===== src/rtl/package_settings.sv =====
// -----------------------------------------------------------------------------
// package_settings
// Shared settings for the v5 acquisition controller: filter sample width,
// controller state encoding, event record layout and default timing constants.
// Optional feature macro used by the controller: V5_EVENT_BASELINE_EN.
// -----------------------------------------------------------------------------
package package_settings;

  localparam int unsigned SIZE_FILTER_DATA = 16;

  localparam int unsigned DEF_SETTLE_CYC  = 512;
  localparam int unsigned DEF_PEAK_WIN    = 32;
  localparam int unsigned DEF_HOLDOFF_CYC = 64;
  localparam int unsigned DEF_TS_W        = 32;
  localparam int unsigned DEF_BL_SHIFT    = 4;

  typedef logic signed [SIZE_FILTER_DATA-1:0] sample_t;

  typedef enum logic [2:0] {
    IDLE,
    SETTLE,
    ARMED,
    PEAK,
    HOLDOFF
  } state_t;

  // Record layout at the default timestamp width.
  typedef struct packed {
    sample_t               energy;
    logic [DEF_TS_W-1:0]   timestamp;
    logic                  pileup;
  } event_rec_t;

  function automatic int unsigned max3(input int unsigned a,
                                       input int unsigned b,
                                       input int unsigned c);
    int unsigned m;
    m = (a > b) ? a : b;
    return (m > c) ? m : c;
  endfunction

endpackage


===== src/rtl/v5_event_outreg.sv =====
// -----------------------------------------------------------------------------
// v5_event_outreg
// Single-entry valid/ready holding register for event records, with a
// saturating counter of records lost because the entry was still occupied.
//   clk_i, rst_ni   : clock, asynchronous active-low reset
//   commit_i, rec_i : new record offered this cycle
//   ready_i         : downstream accepts the held record
//   valid_o, rec_o  : held record and its valid flag
//   drop_count_o    : saturating count of dropped records
// -----------------------------------------------------------------------------
module v5_event_outreg
  import package_settings::*;
#(
  parameter type rec_t = event_rec_t
) (
  input  logic        clk_i,
  input  logic        rst_ni,
  input  logic        commit_i,
  input  rec_t        rec_i,
  input  logic        ready_i,
  output logic        valid_o,
  output rec_t        rec_o,
  output logic [15:0] drop_count_o
);

  logic        valid_q, valid_d;
  rec_t        rec_q, rec_d;
  logic [15:0] drop_q, drop_d;
  logic        hs;

  always_comb begin
    hs      = valid_q && ready_i;
    valid_d = valid_q;
    rec_d   = rec_q;
    drop_d  = drop_q;
    if (commit_i) begin
      // A handshake in the same cycle frees the entry for the new record.
      if (!valid_q || hs) begin
        valid_d = 1'b1;
        rec_d   = rec_i;
      end else if (drop_q != '1) begin
        drop_d = drop_q + 16'd1;
      end
    end else if (hs) begin
      valid_d = 1'b0;
    end
  end

  always_ff @(posedge clk_i or negedge rst_ni) begin
    if (!rst_ni) begin
      valid_q <= 1'b0;
      rec_q   <= '0;
      drop_q  <= '0;
    end else begin
      valid_q <= valid_d;
      rec_q   <= rec_d;
      drop_q  <= drop_d;
    end
  end

  assign valid_o      = valid_q;
  assign rec_o        = rec_q;
  assign drop_count_o = drop_q;

endmodule


===== src/rtl/v5_event_ctrl.sv =====
// -----------------------------------------------------------------------------
// v5_event_ctrl
// Acquisition controller for the v5 trapezoidal shaper. Releases the filter,
// waits for it to settle, then triggers on rising threshold crossings, finds
// the peak over a fixed window, timestamps it, flags pile-up and hands one
// record per valid/ready handshake to the readout FIFO.
//   clk, reset (async, active low), enable (level)
//   filter_data, threshold : signed samples
//   filter_rst_n           : low holds the filter cleared
//   out_valid/out_ready    : record handshake
//   out_energy, out_timestamp, out_pileup : record fields
//   drop_count             : saturating count of records lost to backpressure
//   busy                   : high while in PEAK or HOLDOFF
// Optional feature: define V5_EVENT_BASELINE_EN to subtract a tracked
// baseline from the peak (adds the BL_SHIFT parameter).
// -----------------------------------------------------------------------------
module v5_event_ctrl
  import package_settings::*;
#(
  parameter int unsigned SETTLE_CYC  = DEF_SETTLE_CYC,
  parameter int unsigned PEAK_WIN    = DEF_PEAK_WIN,
  parameter int unsigned HOLDOFF_CYC = DEF_HOLDOFF_CYC,
  parameter int unsigned TS_W        = DEF_TS_W
`ifdef V5_EVENT_BASELINE_EN
  ,
  parameter int unsigned BL_SHIFT    = DEF_BL_SHIFT
`endif
) (
  input  logic                               clk,
  input  logic                               reset,
  input  logic                               enable,
  input  logic signed [SIZE_FILTER_DATA-1:0] filter_data,
  input  logic signed [SIZE_FILTER_DATA-1:0] threshold,
  output logic                               filter_rst_n,
  output logic                               out_valid,
  input  logic                               out_ready,
  output logic signed [SIZE_FILTER_DATA-1:0] out_energy,
  output logic [TS_W-1:0]                    out_timestamp,
  output logic                               out_pileup,
  output logic [15:0]                        drop_count,
  output logic                               busy
);

  localparam int unsigned CNT_MAX = max3(SETTLE_CYC, PEAK_WIN, HOLDOFF_CYC);
  localparam int unsigned CNT_W   = $clog2(CNT_MAX + 1);

  typedef struct packed {
    sample_t           energy;
    logic [TS_W-1:0]   timestamp;
    logic              pileup;
  } rec_t;

  state_t            state_q, state_d;
  logic [CNT_W-1:0]  cnt_q, cnt_d;
  logic [TS_W-1:0]   ts_q;
  logic [TS_W-1:0]   tscap_q, tscap_d;
  sample_t           max_q, max_d;
  logic              pile_q, pile_d;
  logic              prev_above_q;
  logic              frst_q;
  logic              above, trig, commit;
  sample_t           energy_c;
  rec_t              rec_c, rec_out;

  assign above = filter_data > threshold;
  assign trig  = above && !prev_above_q;

  always_comb begin
    state_d = state_q;
    cnt_d   = cnt_q;
    tscap_d = tscap_q;
    max_d   = max_q;
    pile_d  = pile_q;
    commit  = 1'b0;
    case (state_q)
      IDLE: begin
        if (enable) begin
          state_d = SETTLE;
          cnt_d   = CNT_W'(SETTLE_CYC - 1);
        end
      end
      SETTLE: begin
        if (cnt_q == '0) state_d = ARMED;
        else             cnt_d   = cnt_q - CNT_W'(1);
      end
      ARMED: begin
        if (trig) begin
          state_d = PEAK;
          tscap_d = ts_q;
          max_d   = filter_data;
          pile_d  = 1'b0;
          cnt_d   = CNT_W'(PEAK_WIN - 1);
        end
      end
      PEAK: begin
        // The counter reaches zero on the last window sample; the commit
        // happens one edge later from the registered max, so the record is
        // visible exactly PEAK_WIN cycles after the trigger edge.
        if (cnt_q == '0) begin
          commit  = 1'b1;
          state_d = HOLDOFF;
          cnt_d   = CNT_W'(HOLDOFF_CYC - 1);
        end else begin
          if (filter_data > max_q) max_d = filter_data;
          if (trig)                pile_d = 1'b1;
          cnt_d = cnt_q - CNT_W'(1);
        end
      end
      HOLDOFF: begin
        if (cnt_q == '0) state_d = ARMED;
        else             cnt_d   = cnt_q - CNT_W'(1);
      end
      default: state_d = IDLE;
    endcase
    // Disable wins in every state and discards an unfinished window.
    if (!enable) begin
      state_d = IDLE;
      commit  = 1'b0;
    end
  end

  always_ff @(posedge clk or negedge reset) begin
    if (!reset) begin
      state_q      <= IDLE;
      cnt_q        <= '0;
      ts_q         <= '0;
      tscap_q      <= '0;
      max_q        <= '0;
      pile_q       <= 1'b0;
      prev_above_q <= 1'b0;
      frst_q       <= 1'b0;
    end else begin
      state_q      <= state_d;
      cnt_q        <= cnt_d;
      ts_q         <= ts_q + TS_W'(1);
      tscap_q      <= tscap_d;
      max_q        <= max_d;
      pile_q       <= pile_d;
      prev_above_q <= above;
      frst_q       <= (state_d != IDLE);
    end
  end

`ifdef V5_EVENT_BASELINE_EN
  // Baseline kept with BL_SHIFT fractional bits so the IIR settles to within
  // one LSB of a constant input instead of stalling 2^BL_SHIFT-1 short.
  localparam int unsigned BL_W = SIZE_FILTER_DATA + BL_SHIFT + 1;

  logic signed [BL_W-1:0]           bl_q, bl_d;
  logic signed [BL_W:0]             fd_ext, bl_ext, bl_err;
  logic signed [BL_W-1:0]           bl_step;
  logic signed [SIZE_FILTER_DATA:0] bl_int, max_ext, e_diff;

  always_comb begin
    fd_ext  = filter_data;
    bl_ext  = bl_q;
    bl_err  = (fd_ext <<< BL_SHIFT) - bl_ext;
    bl_step = BL_W'(bl_err >>> BL_SHIFT);
    bl_d    = bl_q;
    if (state_q == IDLE && state_d == SETTLE) begin
      bl_d = '0;
    end else if (state_q == ARMED && enable && !trig) begin
      bl_d = bl_q + bl_step;
    end
  end

  always_ff @(posedge clk or negedge reset) begin
    if (!reset) bl_q <= '0;
    else        bl_q <= bl_d;
  end

  always_comb begin
    bl_int  = (SIZE_FILTER_DATA + 1)'(bl_q >>> BL_SHIFT);
    max_ext = max_q;
    e_diff  = max_ext - bl_int;
    if (e_diff < 0) begin
      energy_c = '0;
    end else if (e_diff[SIZE_FILTER_DATA] != e_diff[SIZE_FILTER_DATA-1]) begin
      energy_c = {1'b0, {(SIZE_FILTER_DATA-1){1'b1}}};
    end else begin
      energy_c = e_diff[SIZE_FILTER_DATA-1:0];
    end
  end
`else
  assign energy_c = max_q;
`endif

  always_comb begin
    rec_c           = '0;
    rec_c.energy    = energy_c;
    rec_c.timestamp = tscap_q;
    rec_c.pileup    = pile_q;
  end

  v5_event_outreg #(
    .rec_t(rec_t)
  ) u_outreg (
    .clk_i        (clk),
    .rst_ni       (reset),
    .commit_i     (commit),
    .rec_i        (rec_c),
    .ready_i      (out_ready),
    .valid_o      (out_valid),
    .rec_o        (rec_out),
    .drop_count_o (drop_count)
  );

  assign out_energy    = rec_out.energy;
  assign out_timestamp = rec_out.timestamp;
  assign out_pileup    = rec_out.pileup;
  assign filter_rst_n  = frst_q;
  assign busy          = (state_q == PEAK) || (state_q == HOLDOFF);

endmodule


===== config.mk =====
export PLATFORM = sky130hd
export DESIGN_NAME = v5_event_ctrl
export DESIGN_NICKNAME = d
export VERILOG_FILES = /design/src/rtl/package_settings.sv /design/src/rtl/v5_event_outreg.sv /design/src/rtl/v5_event_ctrl.sv
export SDC_FILE = /design/constraint.sdc
export NUM_CORES = 1
export LEC_CHECK = 0
export ABC_CLOCK_PERIOD_IN_PS = 4210
export CORE_ASPECT_RATIO = 0.8
export CORE_MARGIN = 2
export CORE_UTILIZATION = 45
export DETAILED_ROUTE_END_ITERATION = 6
export PLACE_DENSITY = 0.71
export SYNTH_ARGS = -nofsm -noshare
export SYNTH_HDL_FRONTEND = slang
export SYNTH_HIERARCHICAL = 1
export SYNTH_SLANG_ARGS = --single-unit
export TNS_END_PERCENT = 20

===== constraint.sdc =====
create_clock -name clk -period 4.21 [get_ports clk]
set_input_delay 0.421 -clock clk [delete_from_list [all_inputs] [get_ports clk]]
set_output_delay 0.421 -clock clk [all_outputs]
set_load 0.01 [all_outputs]

# After elaboration in Yosys (flattened, before gate mapping)
# Cells that the tools add are included.
dict set report word_totals {
  elab_cells 75
  input_bits 36
  register_bits 162
  output_inout_bits 68
}
dict set report op_classes {
  n_reduce_logical 20
  muxes 24
  add_sub_neg 3
  magnitude_cmp 2
  n_bitwise 1
  n_eq_ne 12
}
# operator n
set ops {}
lappend ops {{16-bit 2-to-1 mux} 3}
lappend ops {{10-bit 2-to-1 mux} 4}
lappend ops {{10-bit one-hot mux with 4 select lines} 1}
lappend ops {{32-bit by 1-bit adder with 32-bit output (second input constant)} 1}
lappend ops {{16-bit greater-than comparator} 2}
lappend ops {{16-bit one-hot mux with 2 select lines} 1}
lappend ops {{16-bit by 1-bit adder with 16-bit output (second input constant)} 1}
lappend ops {{16-bit inequality test (second input constant)} 1}
lappend ops {{3-bit 2-to-1 mux} 4}
lappend ops {{2-bit inequality test (second input constant)} 6}
lappend ops {{3-bit one-hot mux with 4 select lines} 1}
lappend ops {{4-bit AND reduction} 3}
lappend ops {{10-bit logical NOT} 1}
lappend ops {{10-bit by 1-bit subtractor with 10-bit output (second input constant)} 1}
lappend ops {{1-bit 2-to-1 mux} 9}
lappend ops {{3-bit by 2-bit == test with 1-bit output (second input constant)} 2}
lappend ops {{2-bit AND reduction} 3}
lappend ops {{2-bit nonzero test} 2}
lappend ops {{4-bit nonzero test} 1}
lappend ops {{3-bit by 1-bit == test with 1-bit output (second input constant)} 1}
lappend ops {{3-bit == test (second input constant)} 1}
lappend ops {{3-bit logical NOT} 1}
lappend ops {{3-bit AND reduction} 1}
lappend ops {{3-bit nonzero test} 1}
lappend ops {{7 further kinds} 10}

# Depth between registers and ports, before layout
dict set report logic_depth {
  ltp_word 6
  mapped_depth 11
  mapped_depth_nobuf 10
}

# Modules after synthesis
# Netlist, hierarchy kept.
# mod area_each_um2 cells_each seq_area_each_um2 instances
set by_module_without_submodules {}
lappend by_module_without_submodules {v5_event_ctrl 5076.1 461 2402.3 1}
lappend by_module_without_submodules {v5_event_outreg 2650.0 177 1651.6 1}

# Worst setup path after synthesis
# No wires, ideal clock.
dict set report synth_timing {
  path_kind {input to register}
  start {input port threshold[1]}
  end {register tscap_q[10]}
  path_buffers 1
  setup_slack_ps 1600
  required_time_ps 4085
  setup_time_ps 125
  arrival_time_ps 2485
  cell_stages 9
  cell_sequence {inv_1 > ha_1 > nor2b_1 > o211ai_1 > a2111oi_4 > nand4b_1 > a211oi_4 > buf_2 > mux2_2}
}
dict set report synth_via {
  elab_chain_len 3
}
# element line
set synth_lines {}
lappend synth_lines {{start, declared} v5_event_ctrl.sv:33} ;# input logic signed [SIZE_FILTER_DATA-1:0] threshold,
lappend synth_lines {{16-bit greater-than comparator} v5_event_ctrl.sv:65} ;# assign above = filter_data > threshold;
lappend synth_lines {{1-bit logical AND} v5_event_ctrl.sv:66} ;# assign trig = above && !prev_above_q;
lappend synth_lines {{2-bit AND reduction (no source line)} -}
lappend synth_lines {{end signal, assigned} v5_event_ctrl.sv:136} ;# tscap_q <= tscap_d;
lappend synth_lines {{end, declared} v5_event_ctrl.sv:56} ;# logic [TS_W-1:0] tscap_q, tscap_d;
# Every way passes these cells.
# A chain may end at the register's enable or synchronous reset.

# Worst setup path in the final report
dict set report layout_timing {
  start {register cnt_q[5]}
  end {register u_outreg.rec_q (netlist bit u_outreg/rec_o[1])}
}
dict set report layout_via {
  elab_chain_len 5
}
# element line
set layout_lines {}
lappend layout_lines {{start, declared} v5_event_ctrl.sv:54} ;# logic [CNT_W-1:0] cnt_q, cnt_d;
lappend layout_lines {{start signal, assigned} v5_event_ctrl.sv:134} ;# cnt_q <= cnt_d;
lappend layout_lines {{10-bit logical NOT} v5_event_ctrl.sv:99} ;# if (cnt_q == '0) begin
lappend layout_lines {{1-bit 2-to-1 mux} v5_event_ctrl.sv:99}
lappend layout_lines {{1-bit 2-to-1 mux} v5_event_ctrl.sv:75} ;# case (state_q)
lappend layout_lines {{1-bit 2-to-1 mux} v5_event_ctrl.sv:116} ;# if (!enable) begin
lappend layout_lines {{via commit} v5_event_ctrl.sv:61} ;# logic above, trig, commit;
lappend layout_lines {{2-bit AND reduction (no source line)} -}
lappend layout_lines {{end signal, assigned} v5_event_outreg.sv:56} ;# rec_q <= rec_d;
lappend layout_lines {{end, declared} v5_event_outreg.sv:27} ;# rec_t rec_q, rec_d;
# The timed path passes the listed nets, and every way through them passes these cells.

==> summary.txt <==
GRT
  – Vias in the first global route: 5401
  – Largest net degree at the start of global routing: 95
  – Grt ovf: 0
  – Initial antenna violation count: 0
  – First-pass GRT wire length: 26440 um
  – Global Route Usage Sum: 0.1838

Cells and area
  – P&R area growth vs syn: 23.24%
  – Most frequent cells in the layout: dfrtp_1 (162), clkdlybuf4s50_1 (102), mux2_2 (87)
  – Fraction of layout cells with a size suffix above 1: 0.1934
  – Commonest non-fill, non-tap cell in the layout: dfrtp_1
  – # diodes: 0
  – Fin area: 9522 um^2
  – Fin nets: 819

Place
  – Final HPWL DP: 11160 um
  – Port bufs: 103
  – RePlAce Congestion: 0.9014
  – Placed cell area: 8986 um^2

Synth
  – Mapped cell area: 7726 um^2
  – Yosys warns: 6
  – Async S/R FF share, synth: 1.000
  – #FFs+latches synth: 162
  – Top_reg_cell synth: dfrtp_1
  – Top cell type's share of synthesized area: 0.5247
  – Synth area leader: dfrtp_1
  – Register area share after synthesis: 0.5247
  – Post-synthesis instance total: 638
  – Synth top area cells: dfrtp_1 (52%), mux2_2 (13%), ha_1 (5.8%), xnor2_1 (2.8%), xor2_1 (2.5%)
  – Syn avg cell area: 12.11 um^2
  – Post-synth cell types: 55
  – Synthesized Nets: 710
  – EDFF count, synth: 0

Route
  – Max layer used: met4
  – Post-DRT Antenna Nets: 0
  – DR WL met3: 811 um
  – Wl on met1: 7210 um
  – Via Count: 5250
  – Drt pass-1 iters: 4
  – Met2 WL: 7496 um
  – Drt initial violations: 237
  – Drt wl/cell: 16.01 um
  – Vias per Instance: 5.357
  – Post-Route WL: 15690 um
  – Residual DRC: 0

STA
  – Final hold vios: 0
  – Slew HR: 0.4456
  – Fin crit period: 3308 ps
  – Hold_ws: 68.62 ps
  – Crit share post-route: 0.7859
  – Slew Limit Fails: 0
  – Fmax: 302.3 MHz
  – Worst Skew: 9.747 ps
  – Worst Tran Pin Value: 831.7 ps
  – Unrepaired setup endpoints after global routing: false
  – Setup_tns: 0 ps
  – Final-report setup violation count: 0

Pwr
  – Power share of the clock group: 0.401
  – Reg power frac: 0.481
  – Switching part of the total power: 0.2621
  – Internal power: 2.615 mW
  – Peak supply drop: 0.3088 mV
  – Leakage Power: 4.571 nW
  – Cell Pwr Density: 372.1 nW/um^2
  – Net Sw Power: 0.9287 mW
  – Combinational share of power: 0.118

Die
  – Num ports: 104
  – Die Wd: 150.5 um
  – Area of the die: 18240 um^2
  – DIE HEIGHT: 121.2 um
  – CORE AREA: 16660 um^2
  – Initial Utilization: 0.4638
  – Rows: 42

Clocking
  – H-tree depth: 4
  – Worst-case clock buffer depth: 2
  – Clk pin slew, worst setup/hold paths: 70 ps
  – Cts hold-fix bufs: 0
  – Inserted Clock Buffers: 17
  – CTS root buf: clkbuf_16
  – Clk sinks: 162
  – Setup bufs post-CTS: 0
  – Insertion delay to the later sink of the worst-skew pair: 430 ps
  – CTS resizes: 0
  – CTS tree: yes

Critical path
  – Crit path DAT: 3610 ps
  – Critical path type: reg2reg
  – Critical path origin: cnt_q[5]$_DFFE_PN0P_
  – R2R Path Start: cnt_q[5]$_DFFE_PN0P_
  – Startpoint types: register
  – Setup crit end kind: register
  – Crit Path Max Fanout: 26
  – Required time of the critical path: 4520 ps

Run
  – Max Cap Violations: 0

Run status
  – Status: finished, final reports clean

Min path
  – Hold Path Class: in2async
[flip-flops by register name, summed over array words and instances, names as in the netlist]
signal and count:
u_outreg/rec_o 49, ts_q 32, tscap_q 32, energy_c 16, u_outreg/drop_count_o 16, cnt_q 10, state_q 3, filter_rst_n 1
pile_q 1, prev_above_q 1, u_outreg/valid_o 1
[cells by family (layout without fill, tap and decap cells)]
kind of cell	count (synthesis)	count (layout)	synth area share
flip-flops	162	162	0.5247
adder cells (fa/ha/maj)	36	36	0.05830
multiplexers	98	98	0.1482
XOR/XNOR	47	47	0.05328
AO/OA/AOI/OAI	68	68	0.06073
AND/OR/NAND/NOR	172	172	0.1249
buffers and inverters	55	177	0.02996
[power groups by stage]
stage	Sequential, mW	Combinational, mW	Clock, mW
floorplan	1.71	0.284	0
global placement	1.73	0.401	0
detailed placement	1.73	0.419	0
CTS	1.71	0.421	1.45
global route	1.72	0.480	1.53
finish	1.71	0.417	1.42
[synth_stat cells (all sizes together) (2+ instances only)]
master / instances
nor4: 11
a22o: 3
dfrtp: 162
o21a: 3
nor3: 15
nand3: 18
mux2: 98
o21ai: 18
nand4b: 2
and3: 10
o31ai: 2
inv: 39
o211ai: 2
nand2: 36
xor2: 22
buf: 10
clkbuf: 6
a211oi: 3
nand4: 18
nand3b: 2
a2111oi: 3
or3: 4
and4: 7
or4: 2
a21o: 2
nand2b: 4
xnor2: 25
a21oi: 23
nor4b: 3
ha: 36
nor3b: 2
and2: 4
a31oi: 3
nor2: 28
nor2b: 4
[final timing paths]
| path | slack [ps] | to | cells after the start |
|---|---|---|---|
| max in group asynchronous | 3280 | cnt_q[6]$_DFFE_PN0P_ | 2 |
| worst max register to register | 900 | u_outreg/rec_o[1]$_DFFE_PN0P_ | 7 |
| worst min register to register | 480 | ts_q[31]$_DFF_PN0_ | 1 |
| worst min-delay path | 70 | tscap_q[3]$_DFFE_PN0P_ | 1 |
| worst max-delay path | 900 | u_outreg/rec_o[1]$_DFFE_PN0P_ | 7 |
| min in group clk | 480 | ts_q[31]$_DFF_PN0_ | 1 |
[critical path, cell delays in order (launching register included)]
cell,delay [ps]
dfrtp_1,470
nor4_1,440
and3_1,310
nand2_2,140
nor3_1,490
nand2_2,570
buf_4,430
mux2_2,310
[stage by stage]
| step | setup WS, ps | cells | utilization | power, mW |
|---|---|---|---|---|
| after CTS | 878.1 | 980 | 0.5716 | 3.576 |
| after global routing | 618.7 | 980 | 0.5716 | 3.729 |
| final | 901.6 | 980 | 0.5716 | 3.543 |
| after global placement | 813.0 | 948 | 0.5394 | 2.134 |
| after detailed placement | 740.5 | 948 | 0.5394 | 2.153 |
| after floorplan | 1600 | 638 | - | 1.993 |
[metal layers]
| layer | up-vias | global-route usage |
|---|---|---|
| met2 | 114 | 0.2943 |
| met5 | - | 0 |
| met4 | 0 | 0.05189 |
| li1 | 2487 | - |
| met1 | 2634 | 0.2430 |
| met3 | 15 | 0.05564 |
[final cells by class]
class / count / area [um^2]
clock inverters: 13 / 102.6
multi-input cells: 421 / 3443
inverters: 39 / 146.4
flip-flops and latches: 162 / 4054
well taps: 220 / 275.3
clock buffers: 19 / 432.9
repair buffers: 106 / 1067
fillers: 1380 / 7137
No activity file was read; power rests on OpenSTA's default activity.
